<file path="config.mk">
export PLATFORM = sky130hd
export DESIGN_NAME = mem_wb_stage
export DESIGN_NICKNAME = d
export VERILOG_FILES = /design/src/rtl/mem_wb_stage.sv
export SDC_FILE = /design/constraint.sdc
export NUM_CORES = 1
export LEC_CHECK = 0
export ABC_AREA = 1
export CORE_MARGIN = 2
export CORE_UTILIZATION = 54
export DETAILED_ROUTE_END_ITERATION = 10
export PLACE_DENSITY = 0.84
export SLEW_MARGIN = 20
export SYNTH_ARGS = -nofsm -noshare
export SYNTH_HDL_FRONTEND = slang
export SYNTH_SLANG_ARGS = --single-unit
</file>
<file path="constraint.sdc">
create_clock -name clk -period 3.2 [get_ports clk]
set_input_delay 0.48 -clock clk [delete_from_list [all_inputs] [get_ports clk]]
set_output_delay 0.48 -clock clk [all_outputs]
set_load 0.005 [all_outputs]
</file>
<file path="src/rtl/mem_wb_stage.sv">
// MEM/WB pipeline register: captures the memory-stage bundle, extracts loads,
// and drives the register-file write port plus a retired-instruction count.
module mem_wb_stage #(
    parameter int DW   = 32,
    parameter int RW   = 5,
    parameter int CNTW = 32
) (
    input  logic            clk,
    input  logic            rst_n,
    input  logic            stall,
    input  logic            flush,
    input  logic            valid_in,
    input  logic [DW-1:0]   ReadData,
    input  logic [DW-1:0]   Result,
    input  logic [RW-1:0]   WriteReg,
    input  logic            RegWrite,
    input  logic            MemtoReg,
    input  logic [2:0]      LoadType,
    output logic            wb_valid,
    output logic            wb_regwrite,
    output logic [RW-1:0]   wb_reg,
    output logic [DW-1:0]   wb_data,
    output logic            align_err,
    output logic [CNTW-1:0] retired
);

    localparam logic [2:0] LT_LH  = 3'b001;
    localparam logic [2:0] LT_LHU = 3'b010;
    localparam logic [2:0] LT_LB  = 3'b011;
    localparam logic [2:0] LT_LBU = 3'b100;

    logic            validQ;
    logic            regWriteQ;
    logic            memToRegQ;
    logic [RW-1:0]   writeRegQ;
    logic [2:0]      loadTypeQ;
    logic [DW-1:0]   resultQ;
    logic [DW-1:0]   readDataQ;
    logic            alignErrQ;
    logic [CNTW-1:0] retiredQ;

    logic inHalf;
    logic inByte;
    logic misalign;

    always_comb begin
        inHalf = (LoadType == LT_LH) || (LoadType == LT_LHU);
        inByte = (LoadType == LT_LB) || (LoadType == LT_LBU);
        misalign = valid_in && RegWrite && MemtoReg &&
                   ((!inHalf && !inByte && (Result[1:0] != 2'b00)) ||
                    (inHalf && Result[0]));
    end

    always_ff @(posedge clk or negedge rst_n) begin
        if (!rst_n) begin
            validQ    <= 1'b0;
            regWriteQ <= 1'b0;
            memToRegQ <= 1'b0;
            writeRegQ <= '0;
            loadTypeQ <= '0;
            resultQ   <= '0;
            readDataQ <= '0;
            alignErrQ <= 1'b0;
            retiredQ  <= '0;
        end else if (flush) begin
            validQ    <= 1'b0;
            regWriteQ <= 1'b0;
            memToRegQ <= MemtoReg;
            writeRegQ <= WriteReg;
            loadTypeQ <= LoadType;
            resultQ   <= Result;
            readDataQ <= ReadData;
            alignErrQ <= 1'b0;
        end else if (!stall) begin
            validQ    <= valid_in;
            regWriteQ <= RegWrite;
            memToRegQ <= MemtoReg;
            writeRegQ <= WriteReg;
            loadTypeQ <= LoadType;
            resultQ   <= Result;
            readDataQ <= ReadData;
            alignErrQ <= misalign;
            if (valid_in) begin
                retiredQ <= retiredQ + {{(CNTW-1){1'b0}}, 1'b1};
            end
        end
    end

    logic [7:0]    byteVal;
    logic [15:0]   halfVal;
    logic [DW-1:0] loadVal;

    // Big-endian lane selection: address 0 is the most significant byte.
    always_comb begin
        byteVal = readDataQ[7:0];
        case (resultQ[1:0])
            2'b00:   byteVal = readDataQ[31:24];
            2'b01:   byteVal = readDataQ[23:16];
            2'b10:   byteVal = readDataQ[15:8];
            default: byteVal = readDataQ[7:0];
        endcase
        halfVal = resultQ[1] ? readDataQ[15:0] : readDataQ[31:16];
        loadVal = readDataQ;
        unique case (1'b1)
            (loadTypeQ == LT_LB):  loadVal = {{24{byteVal[7]}}, byteVal};
            (loadTypeQ == LT_LBU): loadVal = {24'd0, byteVal};
            (loadTypeQ == LT_LH):  loadVal = {{16{halfVal[15]}}, halfVal};
            (loadTypeQ == LT_LHU): loadVal = {16'd0, halfVal};
            default:               loadVal = readDataQ;
        endcase
    end

    assign wb_valid    = validQ;
    assign wb_regwrite = validQ && regWriteQ && (writeRegQ != '0);
    assign wb_reg      = writeRegQ;
    assign wb_data     = memToRegQ ? loadVal : resultQ;
    assign align_err   = alignErrQ;
    assign retired     = retiredQ;

endmodule

</file>
==> results list <==
- In this run the worst path has a maximum fanout of 18.
- At the worst endpoint, the required time is 2.72 ns.
* Clk buf depth: 2
* Switching power total: 0.001084 W
- The count of final max-slew check failures was 0.
- Global routing used 29.67% of the available tracks across all layers.
- During synthesis, Yosys emitted a total of 0 warnings.
* Classification of the worst-slack hold path: primary input to asynchronous set/reset pin
- Max-cap violations in this run came to 0.
- Of all cell types, the one taking the most synthesized area is dfrtp_1.
- Timing would allow up to 0.3292 GHz.
- Seq cells post-synth: 108
- Proportion of layout cells with a drive suffix above 1: 6.418%
- The library cell used most frequently in the layout, excluding fill and tap cells, is nand2_1.
- Once the floorplan was initialized, standard cells occupied 54.88% of the core.
- The HPWL after detailed placement is 13450 um.
- In the post-synthesis netlist, the biggest area contributors are dfrtp_1, nand2_1, nor2_1.
- Slowest stage cell on the critical path: dfrtp_1
* Largest net degree at the start of global routing: 61
- Internal power comes to 0.002604 W.
- Slew margin rel.: 60.55%
- The mapped netlist covers 6240 um^2.
- Core ar.: 11370 um^2
- Setup violations remaining at the end of the flow were counted as 0.
- Period minus WS final: 3.038 ns
- Wire length of the first global-routing pass: 29370 um
* Overall overflow remaining after global route: 0
- Endpoint class of the critical path: primary output
- Number of optimization iterations in the first detailed-route pass: 7
* Reported leakage power: 3.969 nW
- Min Hold Slack: 0.1090 ns
- Avg Vias per Cell: 5.292
- Counting every net in the synthesized netlist gives 982.
- Worst VDD drop: 0.0004660 V
- Average detailed-routed wire length per instance: 15.50 um
- Status: finished, final reports clean
- Worst setup slack after layout: 0.1620 ns
* Top-area cell type share of the netlist area: 43.31%
- Largest delay contributor family on the critical path: simple AND/OR/NAND/NOR gates
- Width of the die: 111.5 um
* Total DRC errors in the routed layout: 0
- DRC violation total after the first TritonRoute iteration: 618
- Excluding fillers, the count of instances in the completed layout stands at 1187.
* Share of power burned in the clock network: 33.1%
* Detailed Route WL: 18400 um
- During placement, the flow inserted port buffers numbering 150.
- In this run the number of H-tree levels came out at 3.
* Vert. Die Dim: 111.5 um
- Number of hold violations in the final report: 0
- Buffers added to address setup during post-CTS repair amount to 0.
- For the pin with the worst max-slew slack, the measured transition is 0.5918 ns.
- Final-layout fill cell count: 930
- Final Skew: 0.004587 ns
* Number of nets at the end of the flow: 1119
* Total via count in the routed design: 6282
- Post-synth cell types: 32
* Switching power as a share of total power: 29.38%
* Power per Cell Area: 452.9 nW/um^2
- Inserted Diodes: 0
- Layout Area Growth over Synthesis: 30.52%
* Final TNS setup: 0 ns
- TritonCTS built the clock tree.
- In the layout the commonest cells are nand2_1, clkdlybuf4s50_1, dfrtp_1, nor2_1, inv_1.
- Number of buffers added by the clock tree synthesis step: 9
* Total Die Area: 12430 um^2
- The number of buffers and inverters on the critical path is 2.
- Worst setup SP type: flip-flop
* Worst setup path class: flip-flop to primary output
- RSZ-0062 raised after global routing: no
- Before CTS, the worst setup slack after placement is 0.5847 ns.
* Crit-path cells: inv_4 -> nand2_1 -> nand2_1 -> nand3_2 -> nand3_4 -> nand2_1 -> nor2_1 -> nor2_1 -> clkdlybuf4s50_1
- Delay contributed by the slowest stage of the critical path: 0.66 ns
- A synthesized cell averages 6.918 um^2.
* Clk slew on worst S/H paths: 0.08 ns
- Data arrival at the endpoint of the critical path: 2.56 ns
* Number of global-route vias before repair: 5779
* Number of top-level design ports: 151
- Combinational logic is responsible for 23.7% of the overall power.
* Portion of the post-synthesis area used by sequential elements: 43.31%
- Cell count after synthesis: 902
- Gates resized during post-CTS repair numbered 0.
- The clock drives 108 sinks.
- The count of nets left with antenna violations once routing finished came out at 0.
* Most prevalent standard cell on the critical path: nand2_1
- For the worst-skew pair, the clock arrives at the later sink with an insertion delay of 0.36 ns.
- Number of antenna violations at the first check in global routing: 0
- Root buffer cell: clkbuf_16
* Sequential power share: 43.2%
- Routability-driven placement finished with a final weighted congestion of 0.9673.
* Placement Rows: 39
- Portion of the clock cycle consumed by the worst path in the final layout: 94.94%
- After clock tree synthesis, the flow added hold-fix buffers numbering 0.
- Counting tap cells, the placed design contains a total of 1171 instances.
[power groups by stage]
stage	clock [W]	sequential (W)	combinational, W
floorplan	0	0.00158	0.000448
global placement	0	0.00161	0.000855
detailed placement	0	0.00161	0.000868
CTS	0.00124	0.00159	0.000876
global route	0.00129	0.00161	0.000956
finish	0.00122	0.00159	0.000873
[path summary, 6_finish.rpt]
| check | depth (start not counted) | slack, ns | from | to |
|---|---|---|---|---|
| worst min register to register | 2 | 0.48 | resultQ[12] | resultQ[12] |
| max in group asynchronous | 2 | 2.22 | rst_n | readDataQ[20] |
| worst max register to register | 10 | 1.57 | retired[1] | retired[18] |
| worst min-delay path | 1 | 0.11 | rst_n | memToRegQ |
| min in group clk | 2 | 0.48 | resultQ[12] | resultQ[12] |
| worst max-delay path | 9 | 0.16 | resultQ[1] | wb_data[14] |
[Yosys cell counts, drive strengths merged]
master / instances
inv: 92
nand4: 4
clkinv: 1
ha: 1
nand2: 372
o21ai: 56
xnor2: 4
o211ai: 2
and3: 1
clkbuf: 20
xor2: 11
a21oi: 40
nor2: 115
dfrtp: 108
o311ai: 1
nand3: 59
buf: 15
[final cells by class]
| cell class | count | area [um^2] | area share [%] |
|---|---|---|---|
| Timing Repair Buffer | 161 | 1594 | 19.57 |
| Inverter | 93 | 351.6 | 4.317 |
| Sequential cell | 108 | 2703 | 33.18 |
| Clock buffer | 12 | 246.5 | 3.027 |
| Tap cell | 143 | 178.9 | 2.197 |
| Multi-Input combinational cell | 666 | 2998 | 36.81 |
| Clock inverter | 4 | 72.57 | 0.8911 |
[routing by layer]
| layer | global-route usage (%) | part of all wire (%) | vias to the layer above |
|---|---|---|---|
| met4 | 7.325 | 1.8 | 0 |
| met1 | 41.14 | 43 | 2902 |
| met5 | 0 | 0 | - |
| met3 | 7.349 | 8.5 | 32 |
| li1 | - | - | 3058 |
| met2 | 47.40 | 47 | 290 |
[logic make-up (layout without fill, tap and decap cells)]
family / Yosys count / count (layout) / share of synthesized area (%)
DFF: 108 / 108 / 43.31
xor gates and xnor gates: 15 / 15 / 2.226
AOI/OAI and AO/OA: 99 / 99 / 8.682
and+or+nand+nor: 551 / 551 / 36.94
adders and majority gates: 1 / 1 / 0.2005
buffers and inverters: 128 / 270 / 8.642
[metrics by stage]
stage                     cell area [um^2]  power (W)  utilization, %
after floorplan                       6240   0.002026               -
after global placement                7825   0.002463           68.82
after detailed placement              7825   0.002480           68.82
after CTS                             8144   0.003703           71.63
after global routing                  8144   0.003856           71.63
final                                 8144   0.003688           71.63
No activity file was read; power rests on OpenSTA's default activity.
